==> src/rtl/dcache_flush_engine.sv <==
// Data-cache write-back/flush sequencer: drains the MSHR, walks every set/way,
// stores valid+dirty lines to memory, cleans (optionally invalidates) them, then halts the pipeline.
module dcache_flush_engine #(
  parameter int NUM_SETS   = 16,
  parameter int NUM_WAYS   = 2,
  parameter int INVALIDATE = 0,
  localparam int SET_W     = $clog2(NUM_SETS),
  localparam int WAY_W     = (NUM_WAYS > 1) ? $clog2(NUM_WAYS) : 1,
  parameter int TAG_W      = 64 - SET_W - 3,
  localparam int CNT_W     = SET_W + WAY_W + 1
) (
  input  logic             clock,
  input  logic             reset,
  input  logic             flush_req,
  input  logic             mshr_empty,
  output logic             rd_en,
  output logic [SET_W-1:0] rd_set,
  output logic [WAY_W-1:0] rd_way,
  input  logic             rd_valid,
  input  logic             rd_dirty,
  input  logic [TAG_W-1:0] rd_tag,
  input  logic [63:0]      rd_data,
  output logic             clr_en,
  output logic [SET_W-1:0] clr_set,
  output logic [WAY_W-1:0] clr_way,
  output logic [1:0]       proc2mem_command,
  output logic [63:0]      proc2mem_addr,
  output logic [63:0]      proc2mem_data,
  input  logic [3:0]       mem2proc_response,
  output logic             busy,
  output logic             halt_pipeline,
  output logic [CNT_W-1:0] lines_written
);

  localparam logic [1:0] BUS_NONE  = 2'd0;
  localparam logic [1:0] BUS_STORE = 2'd2;

  localparam logic [3:0] S_IDLE  = 4'd0;
  localparam logic [3:0] S_DRAIN = 4'd1;
  localparam logic [3:0] S_READ  = 4'd2;
  localparam logic [3:0] S_CHECK = 4'd3;
  localparam logic [3:0] S_WRITE = 4'd4;
  localparam logic [3:0] S_CLEAN = 4'd5;
  localparam logic [3:0] S_NEXT  = 4'd6;
  localparam logic [3:0] S_FINAL = 4'd7;
  localparam logic [3:0] S_DONE  = 4'd8;

  logic [3:0]       state;
  logic [3:0]       state_nxt;
  logic [SET_W-1:0] set_cnt;
  logic [WAY_W-1:0] way_cnt;
  logic [TAG_W-1:0] tag_q;
  logic [63:0]      data_q;
  logic             way_last;
  logic             last_line;
  logic             store_accepted;

  assign way_last       = (way_cnt == WAY_W'(NUM_WAYS - 1));
  assign last_line      = way_last && (set_cnt == SET_W'(NUM_SETS - 1));
  assign store_accepted = (state == S_WRITE) && (mem2proc_response != 4'd0);

  always_comb begin
    // NOTE: default assignment first so every path drives state_nxt and no latch is inferred.
    state_nxt = state;
    case (state)
      S_IDLE:  if (flush_req) state_nxt = S_DRAIN;
      S_DRAIN: if (mshr_empty) state_nxt = S_READ;
      S_READ:  state_nxt = S_CHECK;
      S_CHECK: begin
        if (rd_valid && rd_dirty)                state_nxt = S_WRITE;
        else if ((INVALIDATE != 0) && rd_valid)  state_nxt = S_CLEAN;
        else                                     state_nxt = S_NEXT;
      end
      S_WRITE: if (store_accepted) state_nxt = S_CLEAN;
      S_CLEAN: state_nxt = S_NEXT;
      S_NEXT:  state_nxt = last_line ? S_FINAL : S_READ;
      S_FINAL: if (mshr_empty) state_nxt = S_DONE;
      S_DONE:  state_nxt = S_DONE;
      default: state_nxt = S_IDLE;
    endcase
  end

  // NOTE: sequential state uses non-blocking assignments so every register sees pre-edge values.
  always_ff @(posedge clock) begin
    if (reset) begin
      state         <= S_IDLE;
      set_cnt       <= '0;
      way_cnt       <= '0;
      lines_written <= '0;
    end else begin
      state <= state_nxt;
      if (state == S_IDLE && flush_req) begin
        set_cnt <= '0;
        way_cnt <= '0;
      end else if (state == S_NEXT && !last_line) begin
        if (way_last) begin
          way_cnt <= '0;
          set_cnt <= set_cnt + SET_W'(1);
        end else begin
          way_cnt <= way_cnt + WAY_W'(1);
        end
      end
      if (store_accepted) lines_written <= lines_written + CNT_W'(1);
    end
  end

  // NOTE: line capture registers carry no reset; they are only observed while in WRITE.
  always_ff @(posedge clock) begin
    if (state == S_CHECK) begin
      tag_q  <= rd_tag;
      data_q <= rd_data;
    end
  end

  assign rd_en   = (state == S_READ);
  assign rd_set  = set_cnt;
  assign rd_way  = way_cnt;
  assign clr_en  = (state == S_CLEAN);
  assign clr_set = set_cnt;
  assign clr_way = way_cnt;

  assign proc2mem_command = (state == S_WRITE) ? BUS_STORE : BUS_NONE;
  assign proc2mem_addr    = (state == S_WRITE) ? {tag_q, set_cnt, 3'b000} : 64'd0;
  assign proc2mem_data    = (state == S_WRITE) ? data_q : 64'd0;

  assign busy          = (state != S_IDLE) && (state != S_DONE);
  assign halt_pipeline = (state == S_DONE);

endmodule
==> config.mk <==
export PLATFORM = sky130hd
export DESIGN_NAME = dcache_flush_engine
export DESIGN_NICKNAME = d
export VERILOG_FILES = /design/src/rtl/dcache_flush_engine.sv
export SDC_FILE = /design/constraint.sdc
export NUM_CORES = 1
export LEC_CHECK = 0
export BUFFER_PORTS_ARGS = -buffer_cell sky130_fd_sc_hd__buf_4
export CAP_MARGIN = 40
export CORE_AREA = 3 3 119 121
export DETAILED_ROUTE_END_ITERATION = 12
export DIE_AREA = 0 0 122 124
export PLACE_DENSITY = 0.86
export SLEW_MARGIN = 20
export SYNTH_ARGS = -nofsm -noshare
export SYNTH_HDL_FRONTEND = slang
export SYNTH_SLANG_ARGS = --single-unit
==> constraint.sdc <==
create_clock -name clock -period 4.2 [get_ports clock]
set_clock_uncertainty 0.05 [all_clocks]
set_input_delay 0 -clock clock [delete_from_list [all_inputs] [get_ports clock]]
set_output_delay 0 -clock clock [all_outputs]
set_load 0.01 [all_outputs]
Yosys cells after proc, flatten, opt, wreduce, memory -nomap -nowiden
Index checks and enable logic that the tools add are counted.
- register bits: 136
- logic and storage cells: 47
- mux-type cells: 11
- add/subtract/negate cells: 3
- reductions and logical operators: 13
- equality and inequality tests: 14
- operator list (kind ; count):
    $mux 64 ; 2
    $pmux 4 s9 ; 1
    $eq 4x3->1 const B ; 4
    $mux 4 ; 4
    $eq 4x2->1 const B ; 2
    $eq 4x4->1 const B ; 2
    $ne 2x2->1 const B ; 4
    $reduce_bool 4->1 ; 2
    $add 6x1->6 const B ; 1
    $logic_and 1x1->1 ; 6
    $add 4x1->4 const B ; 1
    $eq 4x1->1 const B ; 1
    $logic_not 4->1 ; 1
    $mux 2 ; 2
    $ne 4x4->1 const B ; 1
    $reduce_and 4->1 ; 1
    $mux 3 ; 1
    $reduce_and 2->1 ; 1
    $reduce_or 2->1 ; 1
    $add 1x1->1 const B ; 1
    $logic_not 1->1 ; 1
    $mux 1 ; 1

Longest topological paths before layout
- word-level depth: 5
- depth in mapped cells: 7
- gate-level depth less buffers: 5

Worst setup path before layout
OpenSTA, ideal clock, no wires.
- kind: register to register
- from: register state[2]
- to: register data_q[0], enable pin
- buffers on the path: 2
- arrival: 3.507 ns
- setup slack: 0.152 ns
- stages on the path, launching flop included: 5
- clock period less this slack: 4.048 ns
- data required time: 3.658 ns
- cell sequence: dfxtp_1 > buf_4 > clkbuf_1 > inv_1 > and4_1
- cells in the longest elaborated chain, start to end: 1
- ends and longest elaborated chain (item ; RTL line ; RTL):
    from (decl) ; 48 ; logic [3:0] state;
    from (signal assigned) ; 91 ; state <= state_nxt;
    $eq 4x2->1 ; 109 ; if (state == S_CHECK) begin
    to (signal assigned) ; 111 ; data_q <= rd_data;
    to (decl) ; 53 ; logic [63:0] data_q;
Every way passes these cells.
A chain may end at the register's enable or synchronous reset.

Worst setup path in the final report
- from: register state[2]
- to: output port proc2mem_data[52]
- cells in the longest elaborated chain, start to end: 2
- ends and longest elaborated chain (item ; RTL line ; RTL):
    $eq 4x3->1 ; 124 ; assign proc2mem_data = (state == S_WRITE) ? data_q : 64'd0;
    $mux 64 ; 124 ;
    to (decl) ; 28 ; output logic [63:0] proc2mem_data,
Every way passes these cells.

==> flow_summary.json <==
{
  "synth.most_common_cell": "and2_1",
  "rsz0062_at_grt": "false",
  "yosys.area.top_type_share_pct": 67.35,
  "stdcell_count": 961,
  "routed_via_density": 4.630,
  "dieArea_um2": 15130,
  "synthMuxAreaShare_pct": 0.1855,
  "crit_arrival_ps": 2900,
  "slew_violations": 0,
  "synth_ff_type": "edfxtp_1",
  "yosys-top-cells-area": "edfxtp_1 67%, and2_1 15%, dfxtp_1 5.6%",
  "fmax_ghz": 0.3386,
  "synth_fa_ha_area_share_pct": 0.4638,
  "seq_area_um2": 3934,
  "startpoint_type": "flip-flop",
  "pin_count": 281,
  "cts_buffers": 17,
  "slew_headroom_pct": 56.89,
  "path_max_fanout": 51,
  "grt_usage_pct": 21.87,
  "num_antenna_cells": 0,
  "cts.sinks": 136,
  "min_period_ps": 2953,
  "grt_pass1_vias": 4704,
  "drc": 0,
  "cts_resized": 0,
  "gp_congestion": 0.8030,
  "cts_max_level": 4,
  "power.density_nw_per_um2": 366.0,
  "portBuffers": 276,
  "start_util_pct": 40.90,
  "grt-ovfl-total": 0,
  "yosys_warnings": 0,
  "layout-drive-gt1-share_pct": 40.64,
  "cts_tree": "done",
  "yosys_register_bits": 136,
  "synth_compound_area_share_pct": 1.855,
  "ctsLongestPathBuffers": 2,
  "setup_violations": 0,
  "hold_violations": 0,
  "antenna_found_initial": 0,
  "synth_largest_area_cell": "edfxtp_1",
  "multi_input_area_um2": 1282,
  "path_class": "flip-flop to output pin",
  "vias": 4449,
  "synth-simple-area-share_pct": 19.48,
  "synth_xor_area_share_pct": 1.461,
  "core_um2": 13190,
  "synth_area_per_cell_um2": 14.58,
  "dp_hpwl_mm": 10.14,
  "end_kind": "output pin",
  "synth_top_family_by_area": "simple AND/OR/NAND/NOR gates",
  "synthCells": 370,
  "nets": 905,
  "stdcell_area_um2": 9539,
  "cts_root_buf": "clkbuf_16",
  "setup_slack_ps": 1247,
  "ant_nets": 0,
  "ctsHoldBuffers": 128,
  "die_y_um": 124,
  "fillers": 799,
  "finalWirelength_mm": 16.95,
  "seq_area_frac_synth_pct": 72.91,
  "grt_max_degree": 77,
  "place_area_um2": 7582,
  "synthTopCellsByCount": "127 x and2_1, 121 x edfxtp_1, 15 x dfxtp_1, 13 x nor2_1",
  "clkTransAtPathRegs_ps": 60,
  "synth_edf_count": 121,
  "p_leak_nw": 4.083,
  "insertion_delay_ps": 410,
  "syn_area_um2": 5395,
  "grt_pass1_wl_mm": 24.80,
  "async_flop_share_pct": 0,
  "ys_types": 39,
  "routedWlPerCell_um": 17.64,
  "ir_worst_vdd_mv": 0.2812,
  "post-route-period-util_pct": 70.31,
  "dpl_worst_slack_ps": 1721,
  "holdWs_ps": 102.9,
  "status": "complete, no violations",
  "die_width_um": 122,
  "dp.cells": 800,
  "maxCapViolCount": 0,
  "postCtsSetupRepairBufs": 0,
  "hold_class": "input port to flip-flop",
  "firstDrtPassIters": 4,
  "worst-r2r-setup-slack_ps": 1960,
  "tightest_slew_ps": 646.7,
  "rows": 42,
  "drtIter0Drc": 245,
  "required_ps": 4150,
  "finalSetupTns_ps": 0,
  "areaGrowthSynthToFinish_pct": 76.81
}
placed cells by master, fill, tap and decap left out, types with 2 or more instances in the layout:
cell / netlist / routed
a21oi_1: 5 / 5
and2_1: 127 / 127
and3_1: 2 / 2
buf_12: 0 / 2
buf_4: 11 / 278
bufinv_16: 0 / 6
clkbuf_16: 0 / 17
clkinv_2: 0 / 3
clkinvlp_4: 0 / 2
conb_1: 1 / 4
dfxtp_1: 15 / 15
dlygate4sd3_1: 0 / 128
edfxtp_1: 121 / 121
ha_1: 2 / 2
inv_1: 4 / 4
inv_6: 0 / 4
nand2_1: 4 / 4
nand3_1: 4 / 4
nand3b_1: 2 / 2
nand4_1: 4 / 4
nor2_1: 13 / 13
nor3_1: 3 / 3
nor4_1: 3 / 3
o21ai_0: 4 / 4
or4_1: 2 / 2
xnor2_1: 3 / 3
xor2_1: 6 / 6
critical path: stages (launching register included):
cell	delay, ps
dfxtp_1	640
or4b_4	570
inv_2	440
buf_12	280
buf_4	240
and2_1	180
buf_4	130
power by group:
group          switching (W)  internal [W]
registers          0.0000142       0.00151
clock network       0.000574       0.00112
logic              0.0000948      0.000185
total               0.000683       0.00281
cell type report:
class                   count  area share [%]
clock buffers              17           4.460
clock inverters            15           2.571
multi-input cells         203           13.44
repair buffers            409           35.78
well taps                 176           2.308
inverters                   5          0.1967
flip-flops and latches    136           41.24
worst paths after layout:
check	endpoint	depth (start not counted)	startpoint
setup / recovery	proc2mem_data[52]	6	state[2]
hold / removal	state[2]	5	mem2proc_response[3]
setup reg to reg	lines_written[4]	5	state[2]
hold reg to reg	lines_written[1]	2	lines_written[1]
registers in the layout, summed over array words and instances, names as in the netlist:
| signal | count |
|---|---|
| data_q | 64 |
| lines_written | 6 |
| clr_set | 4 |
| clr_way | 1 |
| state | 4 |
| tag_q | 57 |
cell families (layout without fill, tap and decap cells):
group / count (synthesis) / count (layout)
simple gates: 171 / 171
flops: 136 / 136
buf+inv: 34 / 446
compound gates: 16 / 16
xor+xnor: 9 / 9
fa+ha+maj: 2 / 2
other cells: 1 / 4
mux: 1 / 1
routing by layer:
layer / wire, um / track usage (%) / part of all wire (%)
met1: 6037 / 22.94 / 36
met2: 9140 / 40.57 / 54
met3: 1230 / 6.176 / 7.3
met4: 544 / 10.01 / 3.2
met5: 0 / 0 / 0
through the flow:
step,power (W),util [%]
6_report,0.003491,72.32
2_1_floorplan,0.001599,-
4_1_cts,0.003506,72.28
3_3_place_gp,0.001712,57.33
3_5_place_dp,0.001721,57.48
5_1_grt,0.003595,72.32
Power figures use the tool's default switching activity.
